--- src/rtl/i2c_reg_target.sv ---
// I2C target with a byte-wide register bank, reads, repeated START,
// auto-increment with wrap and a host-side write port.
module i2c_reg_target #(
  parameter logic [6:0] I2C_ADDR    = 7'h70,
  parameter int         NUM_REGS    = 16,
  parameter int         AW          = $clog2(NUM_REGS),
  parameter int         SYNC_STAGES = 2,
  parameter int         FILTER_LEN  = 3
) (
  input  logic                  clk,
  input  logic                  rst,
  input  logic                  scl_in,
  input  logic                  sda_in,
  output logic                  sda_oe,
  output logic [8*NUM_REGS-1:0] regs_flat,
  input  logic                  hw_we,
  input  logic [AW-1:0]         hw_addr,
  input  logic [7:0]            hw_data,
  output logic                  wr_strobe,
  output logic [AW-1:0]         wr_addr,
  output logic                  hw_collision,
  output logic                  busy
);

  localparam int CW = $clog2(FILTER_LEN + 1);
  localparam logic [CW-1:0] FMAX   = CW'(FILTER_LEN - 1);
  localparam logic [AW-1:0] LAST   = AW'(NUM_REGS - 1);
  localparam logic [AW:0]   NR_HW  = (AW + 1)'(NUM_REGS);
  localparam logic [8:0]    NR_SUB = 9'(NUM_REGS);

  localparam logic [3:0] IDLE      = 4'd0;
  localparam logic [3:0] ADDR      = 4'd1;
  localparam logic [3:0] ADDR_ACK  = 4'd2;
  localparam logic [3:0] SUB       = 4'd3;
  localparam logic [3:0] SUB_ACK   = 4'd4;
  localparam logic [3:0] WDATA     = 4'd5;
  localparam logic [3:0] WDATA_ACK = 4'd6;
  localparam logic [3:0] RDATA     = 4'd7;
  localparam logic [3:0] RACK      = 4'd8;
  localparam logic [3:0] IGNORE    = 4'd9;

  logic [SYNC_STAGES-1:0] scl_sync, sda_sync;
  logic [CW-1:0]          scl_cnt, sda_cnt;
  logic                   scl_f, sda_f, scl_q, sda_q;
  logic [3:0]             state;
  logic [2:0]             bit_cnt;
  logic [6:0]             shreg;
  logic [7:0]             tx;
  logic                   rw;
  logic [AW-1:0]          ptr, ptr_nxt;
  logic [7:0]             regs [NUM_REGS];

  logic       scl_rise, scl_fall, start_c, stop_c;
  logic       commit, hw_ok, hit;
  logic [7:0] rx_byte;

  assign scl_rise = scl_f & ~scl_q;
  assign scl_fall = ~scl_f & scl_q;
  assign start_c  = scl_f & scl_q & sda_q & ~sda_f;
  assign stop_c   = scl_f & scl_q & ~sda_q & sda_f;
  assign rx_byte  = {shreg, sda_f};
  assign ptr_nxt  = (ptr == LAST) ? '0 : ptr + 1'b1;
  assign commit   = scl_rise & (state == WDATA) & (bit_cnt == 3'd7);
  assign hw_ok    = hw_we & ({1'b0, hw_addr} < NR_HW);
  assign hit      = commit & (hw_addr == ptr);

  for (genvar k = 0; k < NUM_REGS; k++) begin : g_flat
    assign regs_flat[8*k +: 8] = regs[k];
  end

  // Pad synchronisers; idle bus level is high.
  always_ff @(posedge clk) begin
    if (rst) begin
      scl_sync <= '1;
      sda_sync <= '1;
    end else begin
      scl_sync <= {scl_sync[SYNC_STAGES-2:0], scl_in};
      sda_sync <= {sda_sync[SYNC_STAGES-2:0], sda_in};
    end
  end

  // Glitch filter: accept a level only after FILTER_LEN equal samples.
  always_ff @(posedge clk) begin
    if (rst) begin
      scl_f   <= 1'b1;
      sda_f   <= 1'b1;
      scl_cnt <= '0;
      sda_cnt <= '0;
    end else begin
      if (scl_sync[SYNC_STAGES-1] == scl_f) scl_cnt <= '0;
      else if (scl_cnt == FMAX) begin
        scl_f   <= ~scl_f;
        scl_cnt <= '0;
      end else scl_cnt <= scl_cnt + 1'b1;
      if (sda_sync[SYNC_STAGES-1] == sda_f) sda_cnt <= '0;
      else if (sda_cnt == FMAX) begin
        sda_f   <= ~sda_f;
        sda_cnt <= '0;
      end else sda_cnt <= sda_cnt + 1'b1;
    end
  end

  // Previous filtered levels for edge and START/STOP detection.
  always_ff @(posedge clk) begin
    if (rst) begin
      scl_q <= 1'b1;
      sda_q <= 1'b1;
    end else begin
      scl_q <= scl_f;
      sda_q <= sda_f;
    end
  end

  // Register bank: I2C commit wins over a host write to the same slot.
  always_ff @(posedge clk) begin
    if (rst) begin
      for (int i = 0; i < NUM_REGS; i++) regs[i] <= '0;
    end else begin
      if (hw_ok && !hit) regs[hw_addr] <= hw_data;
      if (commit) regs[ptr] <= rx_byte;
    end
  end

  // Commit and collision pulses.
  always_ff @(posedge clk) begin
    if (rst) begin
      wr_strobe    <= 1'b0;
      wr_addr      <= '0;
      hw_collision <= 1'b0;
    end else begin
      wr_strobe    <= commit;
      hw_collision <= hw_ok & hit;
      if (commit) wr_addr <= ptr;
    end
  end

  // Protocol FSM: bits on SCL rise, SDA drive updated on SCL fall.
  always_ff @(posedge clk) begin
    if (rst) begin
      state   <= IDLE;
      bit_cnt <= '0;
      shreg   <= '0;
      tx      <= '0;
      rw      <= 1'b0;
      ptr     <= '0;
      busy    <= 1'b0;
      sda_oe  <= 1'b0;
    end else if (start_c) begin
      state   <= ADDR;
      bit_cnt <= '0;
      sda_oe  <= 1'b0;
    end else if (stop_c) begin
      state  <= IDLE;
      busy   <= 1'b0;
      sda_oe <= 1'b0;
    end else if (scl_rise) begin
      case (state)
        ADDR: begin
          shreg   <= rx_byte[6:0];
          bit_cnt <= bit_cnt + 1'b1;
          if (bit_cnt == 3'd7) begin
            if (rx_byte[7:1] == I2C_ADDR) begin
              state <= ADDR_ACK;
              rw    <= rx_byte[0];
              busy  <= 1'b1;
            end else begin
              state <= IGNORE;
              busy  <= 1'b0;
            end
          end
        end
        ADDR_ACK: begin
          bit_cnt <= '0;
          if (rw) begin
            state <= RDATA;
            tx    <= regs[ptr];
          end else state <= SUB;
        end
        SUB: begin
          shreg   <= rx_byte[6:0];
          bit_cnt <= bit_cnt + 1'b1;
          if (bit_cnt == 3'd7) begin
            if ({1'b0, rx_byte} < NR_SUB) begin
              ptr   <= rx_byte[AW-1:0];
              state <= SUB_ACK;
            end else state <= IGNORE;
          end
        end
        SUB_ACK: begin
          state   <= WDATA;
          bit_cnt <= '0;
        end
        WDATA: begin
          shreg   <= rx_byte[6:0];
          bit_cnt <= bit_cnt + 1'b1;
          if (bit_cnt == 3'd7) begin
            ptr   <= ptr_nxt;
            state <= WDATA_ACK;
          end
        end
        WDATA_ACK: begin
          state   <= WDATA;
          bit_cnt <= '0;
        end
        RDATA: begin
          tx      <= {tx[6:0], 1'b0};
          bit_cnt <= bit_cnt + 1'b1;
          if (bit_cnt == 3'd7) state <= RACK;
        end
        RACK: begin
          if (!sda_f) begin
            ptr     <= ptr_nxt;
            tx      <= regs[ptr_nxt];
            state   <= RDATA;
            bit_cnt <= '0;
          end else state <= IGNORE;
        end
        default: ;
      endcase
    end else if (scl_fall) begin
      sda_oe <= (state == ADDR_ACK) | (state == SUB_ACK) |
                (state == WDATA_ACK) | ((state == RDATA) & ~tx[7]);
    end
  end

endmodule

--- config.mk ---
export PLATFORM = sky130hd
export DESIGN_NAME = i2c_reg_target
export DESIGN_NICKNAME = d
export VERILOG_FILES = /design/src/rtl/i2c_reg_target.sv
export SDC_FILE = /design/constraint.sdc
export NUM_CORES = 1
export LEC_CHECK = 0
export ABC_AREA = 1
export CAP_MARGIN = 20
export CORE_ASPECT_RATIO = 1.5
export CORE_MARGIN = 10
export CORE_UTILIZATION = 56
export CTS_BUF_LIST = sky130_fd_sc_hd__clkbuf_16
export DETAILED_ROUTE_END_ITERATION = 8
export PLACE_DENSITY = 0.81
export SLEW_MARGIN = 5
export SYNTH_ARGS = -nofsm -noshare
export SYNTH_HDL_FRONTEND = slang
export SYNTH_SLANG_ARGS = --single-unit
--- constraint.sdc ---
create_clock -name clk -period 3.3 [get_ports clk]
set_input_delay 0.495 -clock clk [delete_from_list [all_inputs] [get_ports clk]]
set_output_delay 0.495 -clock clk [all_outputs]
set_load 0.02 [all_outputs]
==> results of run 1 <==
[layout make-up]
| class | instances | share of cell area |
|---|---|---|
| Clock buffer | 17 | 0.03230 |
| Clock inverter | 15 | 0.007030 |
| Inverter | 130 | 0.03705 |
| Multi-Input combinational cell | 1053 | 0.3933 |
| Sequential cell | 179 | 0.3694 |
| Tap cell | 256 | 0.02432 |
| Timing Repair Buffer | 188 | 0.1366 |
[per-stage QoR]
stage | cell area [um^2] | hold WS, ns | total power, mW
floorplan | 11070 | 0.3895 | 2.962
global placement | 12640 | 0.3953 | 3.315
detailed placement | 12650 | 0.4022 | 3.322
CTS | 13170 | 0.4205 | 5.085
global route | 13170 | 0.4375 | 5.218
finish | 13170 | 0.4171 | 5.103
[cells by family (layout without fill, tap and decap cells)]
group	count (synthesis)	after routing
simple gates	829	829
flops	179	179
compound gates	216	216
fa+ha+maj	8	8
buf+inv	235	350
[layer usage]
metal	vias up	global-route usage	part of all wire
met3	198	0.08185	0.13
met1	5229	0.3808	0.33
met4	0	0.1931	0.058
li1	5230	-	-
met5	-	0	0
met2	972	0.5316	0.47
[state kept, by name, summed over array words and instances, names as in the netlist, 2 cells and up, named ones only]
signal	cells
sda_cnt	2
bit_cnt	3
scl_cnt	2
wr_addr	4
regs	128
scl_sync	2
state	4
tx	8
sda_sync	2
ptr	4
shreg	7
[worst max-delay path, stage by stage, from the launching register on]
cell     delay (ns)
dfxtp_1        0.38
ha_1           0.27
nand3_2        0.26
buf_4          0.41
nand3_1        0.53
inv_2          0.39
nand2_1        0.07
o21ai_0        0.08
nand3_1        0.10
a21oi_1        0.18
[worst max path at each step]
stage	from	to	slack, ns	cells after the start
6_report	ptr[0]	flip-flop	0.54	9
5_1_grt	ptr[0]	flip-flop	0.39	9
4_1_cts	ptr[0]	flip-flop	0.69	9
3_5_place_dp	hw_addr[1]	regs[2][4]	0.41	10
3_3_place_gp	hw_addr[1]	regs[0][7]	0.47	10
2_1_floorplan	ptr[0]	tx[4]	0.99	12
[layout by cell type (no fill, tap or decap), types with 4 or more instances in the layout]
| cell type | synthesis | routed |
|---|---|---|
| clkbuf_16 | 0 | 17 |
| buf_4 | 0 | 35 |
| clkinv_2 | 0 | 4 |
| nor3_1 | 4 | 4 |
| o21ai_1 | 7 | 7 |
| nand3_1 | 295 | 295 |
| nand4_1 | 8 | 8 |
| nor2_2 | 5 | 5 |
| o21ai_0 | 23 | 23 |
| o211ai_1 | 10 | 10 |
| a21oi_1 | 42 | 42 |
| inv_1 | 113 | 114 |
| dfxtp_1 | 51 | 50 |
| or2_2 | 5 | 5 |
| o22ai_1 | 129 | 129 |
| ha_1 | 8 | 8 |
| nor2_8 | 6 | 6 |
| nor2_1 | 31 | 31 |
| nand2_1 | 453 | 452 |
| edfxtp_1 | 128 | 128 |
| clkdlybuf4s50_1 | 0 | 152 |
| nand2_4 | 17 | 17 |
| inv_2 | 8 | 9 |
| clkinv_1 | 9 | 10 |
[where the power goes]
part           switching (mW)  total, mW  internal, mW
registers               0.143       2.65          2.51
clock network           0.860       1.81         0.952
logic                   0.371      0.641         0.270
total                    1.37       5.10          3.73
==> key figures, run 1 <==
Status
  – Status: finished, final reports clean

Pwr
  – Leakage dissipation: 5.758 nW
  – Worst ir drop on vdd: 0.0003532 V
  – Pwr/cell area: ~390 mW/mm^2

Critical path
  – CP Launch Type: flip-flop
  – Worst Setup End Kind: flip-flop
  – Reg2Reg Depth: 9
  – R2r setup slk: roughly 0.54 ns
  – Crit Path Max Fanout: 33
  – Critical Setup Path Class: reg -> reg
  – Worst path required time: 3.66 ns
  – Worst r2r src: ptr[0]
  – Worst Path Arrival: approximately 3.1 ns

Placement
  – Number of port buffers: about 150
  – RD Place Congestion: 0.9793
  – Hpwl dp: just over 30 mm
  – DP Cell Count: 1,806
  – Placement Setup Slack: 0.4056 ns

Yosys
  – Commonest cells in the netlist: nand2_1, nand3_1, o22ai_1, edfxtp_1, inv_1
  – Dominant combinational cell family by area after synthesis: simple AND/OR/NAND/NOR gates
  – XOR/XNOR share of the synthesized area: 0
  – Dominant cell type by area after synthesis: edfxtp_1
  – Compound-Gate Fraction of Synth Area: 0.1156
  – Synth top area cells: edfxtp_1, nand2_1, nand3_1
  – Synth warnings: 0
  – Synth top area share: 0.3472
  – Synthesized cell area: 0.01107 mm^2
  – Synth Net Count: between 1,000 and 1,500
  – Ys async rst share: 0
  – Syn Area/Cell: 7.547 um^2
  – Post-synth EDFFs: 128
  – Simple-Gate Fraction of Synth Area: 0.3430
  – Most frequent cell after synthesis: nand2_1
  – Synth cell types: 32
  – Mapped Cells: 1,467
  – Post-synthesis sequential area ratio: 0.4394
  – Most used DFF post-synth: edfxtp_1
  – Fraction of the mapped netlist area in adder cells: 0.009041
  – Mux cell area share after synthesis: 0
  – Number of synthesized register bits: 179

Final layout
  – Post-Layout Cell Count: 1,838
  – Final Core Density: 0.6819
  – Ant. Diodes: 0
  – Layout cells sized above 1: 0.07206
  – Final nets: 1,594
  – Layout fillers: 1,561
  – Multi-input gate area: 0.005180 mm^2
  – P&R area growth vs syn: 18.96%
  – Reg area: 0.004866 mm^2

Floorplan
  – Die area: 0.02591 mm^2
  – Die height: ~190 um
  – IO Count: 153
  – Site Rows: between 60 and 70
  – Chip Width: 134.8 um
  – Core Area: 0.01932 mm^2
  – Initial Util: 0.5732

Global routing
  – Global route overflow: 0
  – Initial antenna violation count: 0
  – Vias in the first global route: about 11,000
  – Largest net degree at the start of global routing: 65
  – First-pass GRT wire length: between 60 and 70 mm
  – All-Layer GR Usage: 0.3264

Worst hold path
  – Hold wc startpoint: scl_cnt[0]
  – Hold EP: scl_cnt[0]
  – Hold Path Class: reg -> reg
  – WHS Path Cells: 1

Detailed routing
  – Total number of vias: 11,630
  – Iteration-0 DRC Markers: 2,040
  – Drt total wl: 43.22 mm
  – DRC Markers: 0
  – Average vias per placed instance: 6.327
  – ANT nets after route: 0
  – Detailed Routing Iterations Pass 1: 9
  – Drt wl/cell: 23.52 um

Timing
  – Max Slew Vio Count: 0
  – Final hold vios: 0
  – Final Skew: ~0.0082 ns
  – Final min period: 2.760 ns
  – Slew at the pin closest to its max-slew limit: 1.124 ns
  – Slew HR: 0.2483
  – Setup ws final: 0.5403 ns
  – Setup_tns: 0 ns
  – RSZ-0062 raised after global routing: no
  – Final Setup Violations: 0
  – Max frequency: 0.3624 GHz
  – Fin crit share: 0.8363

Run
  – Max-Cap Viols: 0

CTS
  – CTS tree: yes
  – CTS root buffer: clkbuf_16
  – Post-CTS setup buffer count: 0
  – Skew-Pair Late Insertion Delay: 0.44 ns
  – Clock-pin slew on the worst setup and hold paths: roughly 0.070 ns
  – Clock buffer depth: 2
  – Cts repair resizes: 0
  – Clk sinks: between 150 and 200
  – Cts hold-fix bufs: 0
  – CTS Buf Count: 17
  – H-tree lvl count: 4
Note: power is estimated with default switching activity, not from simulation.
==> run 2, diff against run 1 <==
==> constraint.sdc (replaced) <==
create_clock -name clk -period 2.7 [get_ports clk]
set_input_delay 0.405 -clock clk [delete_from_list [all_inputs] [get_ports clk]]
set_output_delay 0.405 -clock clk [all_outputs]
set_load 0.02 [all_outputs]
==> key figures, run 2 (same netlist as run 1, synthesis figures left out) <==
Final layout
  – Layout cells sized above 1: 0.08489 (+0.01283)
  – P&R area growth vs syn: 21.29%
  – Ant. Diodes: 0 (unchanged)
  – Commonest non-fill, non-tap cell in the layout: nand2_1
  – Max FFs per register: 128 (unchanged)
  – Top reg by flops: regs
  – Largest regs: regs x128, tx x8, shreg x7
  – Final nets: 1,614 (+1.3%)
  – Most frequent cells in the layout: nand2_1, nand3_1, clkdlybuf4s50_1

CTS
  – Clock buffer depth: 2 (unchanged)
  – H-tree lvl count: 4 (unchanged)
  – CTS Buf Count: 17 (unchanged)
  – CTS root buffer: clkbuf_16
  – Cts hold-fix bufs: 0 (unchanged)
  – Clock-pin slew on the worst setup and hold paths: 0.07 ns (about the same)
  – Post-CTS setup buffer count: 0 (unchanged)
  – Cts repair resizes: 0 (unchanged)
  – Clk sinks: 179 (unchanged)
  – Skew-Pair Late Insertion Delay: 0.44 ns (about the same)
  – CTS tree: yes

Placement
  – RD Place Congestion: 0.9823 (+0.31%)
  – Placement Setup Slack: 0.2255 ns (-0.1801 ns)
  – Number of port buffers: 152 (unchanged)
  – Hpwl dp: 30.52 mm (-1.1%)

Detailed routing
  – Detailed Routing Iterations Pass 1: 8 (-1)
  – Iteration-0 DRC Markers: 1,551 (-24%)
  – Average vias per placed instance: 6.384 (+0.90%)
  – Drt total wl: 43.68 mm (+1.1%)
  – DRC Markers: 0 (unchanged)
  – ANT nets after route: 0 (unchanged)
  – Drt wl/cell: 23.51 um (about the same)
  – Total number of vias: 11,860 (+2.0%)

Critical path
  – Critical Setup Path Class: reg -> reg
  – Reg2Reg Depth: 9 (unchanged)
  – CP Launch Type: flip-flop
  – Worst path required time: 3.02 ns (-0.64 ns)
  – RR Endpoint: tx[7]
  – Critical Path Source: ptr[1]
  – Worst Setup End Kind: flip-flop
  – Worst Path Arrival: 2.68 ns (-0.44 ns)
  – R2r setup slk: 0.34 ns (-0.20 ns)
  – Worst r2r src: ptr[1]
  – Critical Path End: tx[7]
  – Crit Path Max Fanout: 32 (-3.0%)

Pwr
  – Leakage dissipation: 5.905 nW (+2.5%)
  – Tot Pwr: 6.602 mW (+29%)
  – Pwr/cell area: 491.6 mW/mm^2 (+27%)
  – Worst ir drop on vdd: 0.0003524 V (-0.22%)

Floorplan
  – Chip Width: 134.8 um (unchanged)
  – Core Area: 0.01932 mm^2 (unchanged)
  – Initial Util: 0.5732 (unchanged)
  – Die area: 0.02591 mm^2 (unchanged)
  – Site Rows: 62 (unchanged)
  – IO Count: 153 (unchanged)
  – Die height: 192.2 um (unchanged)

Timing
  – Max Slew Vio Count: 0 (unchanged)
  – Slew HR: 0.4486 (+0.2003)
  – Final Skew: 0.01257 ns (+0.004337 ns)
  – Slew at the pin closest to its max-slew limit: 0.8270 ns (-0.2969 ns)
  – Setup_tns: 0 ns (unchanged)
  – Final min period: 2.362 ns (-0.3981 ns)
  – Final Setup Violations: 0 (unchanged)
  – Final hold vios: 0 (unchanged)
  – Setup ws final: 0.3384 ns (-0.2019 ns)
  – Final hold slack: 0.4108 ns (-0.006387 ns)
  – RSZ-0062 raised after global routing: no
  – Fin crit share: 0.8747 (+0.03841)
  – Max frequency: 0.4234 GHz (+17%)

Global routing
  – Initial antenna violation count: 0 (unchanged)
  – All-Layer GR Usage: 0.3260 (-0.0004279)
  – Largest net degree at the start of global routing: 73 (+12%)
  – Vias in the first global route: 10,850 (+2.1%)
  – Global route overflow: 0 (unchanged)
  – First-pass GRT wire length: 64.17 mm (about the same)

Run
  – Max-Cap Viols: 0 (unchanged)

Worst hold path
  – Hold Path Class: reg -> reg
  – Hold wc startpoint: sda_sync[0]

Status
  – Status: finished, final reports clean
[run 2: changes by cell type in the layout (fill, tap and decap cells not counted), moves of 2 or more]
cell / previous run / this run
inv_8: 0 / 4
clkinv_2: 4 / 2
buf_12: 0 / 2
buf_4: 35 / 54
clkbuf_16: 17 / 19
clkinvlp_2: 2 / 0
[run 2: how the worst min path moves through the flow]
| stage | to | slack (ns) | depth (start not counted) |
|---|---|---|---|
| final | sda_sync[1] | 0.41 | 1 |
| after global placement | sda_sync[1] | 0.39 | 1 |
| after global routing | scl_cnt[0] | 0.43 | 1 |
| after detailed placement | sda_sync[1] | 0.40 | 1 |
| after floorplan | scl_sync[1] | 0.39 | 1 |
| after CTS | sda_sync[1] | 0.41 | 1 |
[run 2: per-stage QoR]
stage               cell area (um^2)  instances  utilization
global placement               12820       1826       0.6638
detailed placement             12820       1826       0.6638
global route                   13430       1858       0.6952
finish                         13430       1858       0.6952
CTS                            13430       1858       0.6952
floorplan                      11070       1467            -
[run 2: per-layer routing]
metal	up-vias	wire length [um]	GRT usage
met5	-	0	0
met4	0	3195	0.2145
met3	261	6248	0.08656
met2	1046	20380	0.5343
met1	5279	13860	0.3661
li1	5275	-	-
[run 2: report_power, final]
part | leakage [nW] | internal (mW) | switching, mW
clock | 0.304 | 1.41 | 1.15
combinational | 3.97 | 0.338 | 0.464
sequential | 1.63 | 3.06 | 0.172
total | 5.91 | 4.81 | 1.79
[run 2: cell type report]
class | instances | area, um^2
Timing Repair Buffer | 208 | 1967
Sequential cell | 179 | 4866
Fill cell | 1537 | 5887
Clock buffer | 19 | 475.5
Clock inverter | 13 | 132.6
Multi-Input combinational cell | 1053 | 5180
Inverter | 130 | 488.0
Tap cell | 256 | 320.3
[run 2: worst max-delay path: stages (launching register included)]
cell and delay (ns):
dfxtp_1 0.46, inv_1 0.15, ha_1 0.38, inv_1 0.09, buf_4 0.39, nand3_1 0.20, nand3_1 0.29, nand3_1 0.12
nand3_1 0.08, a21oi_1 0.07
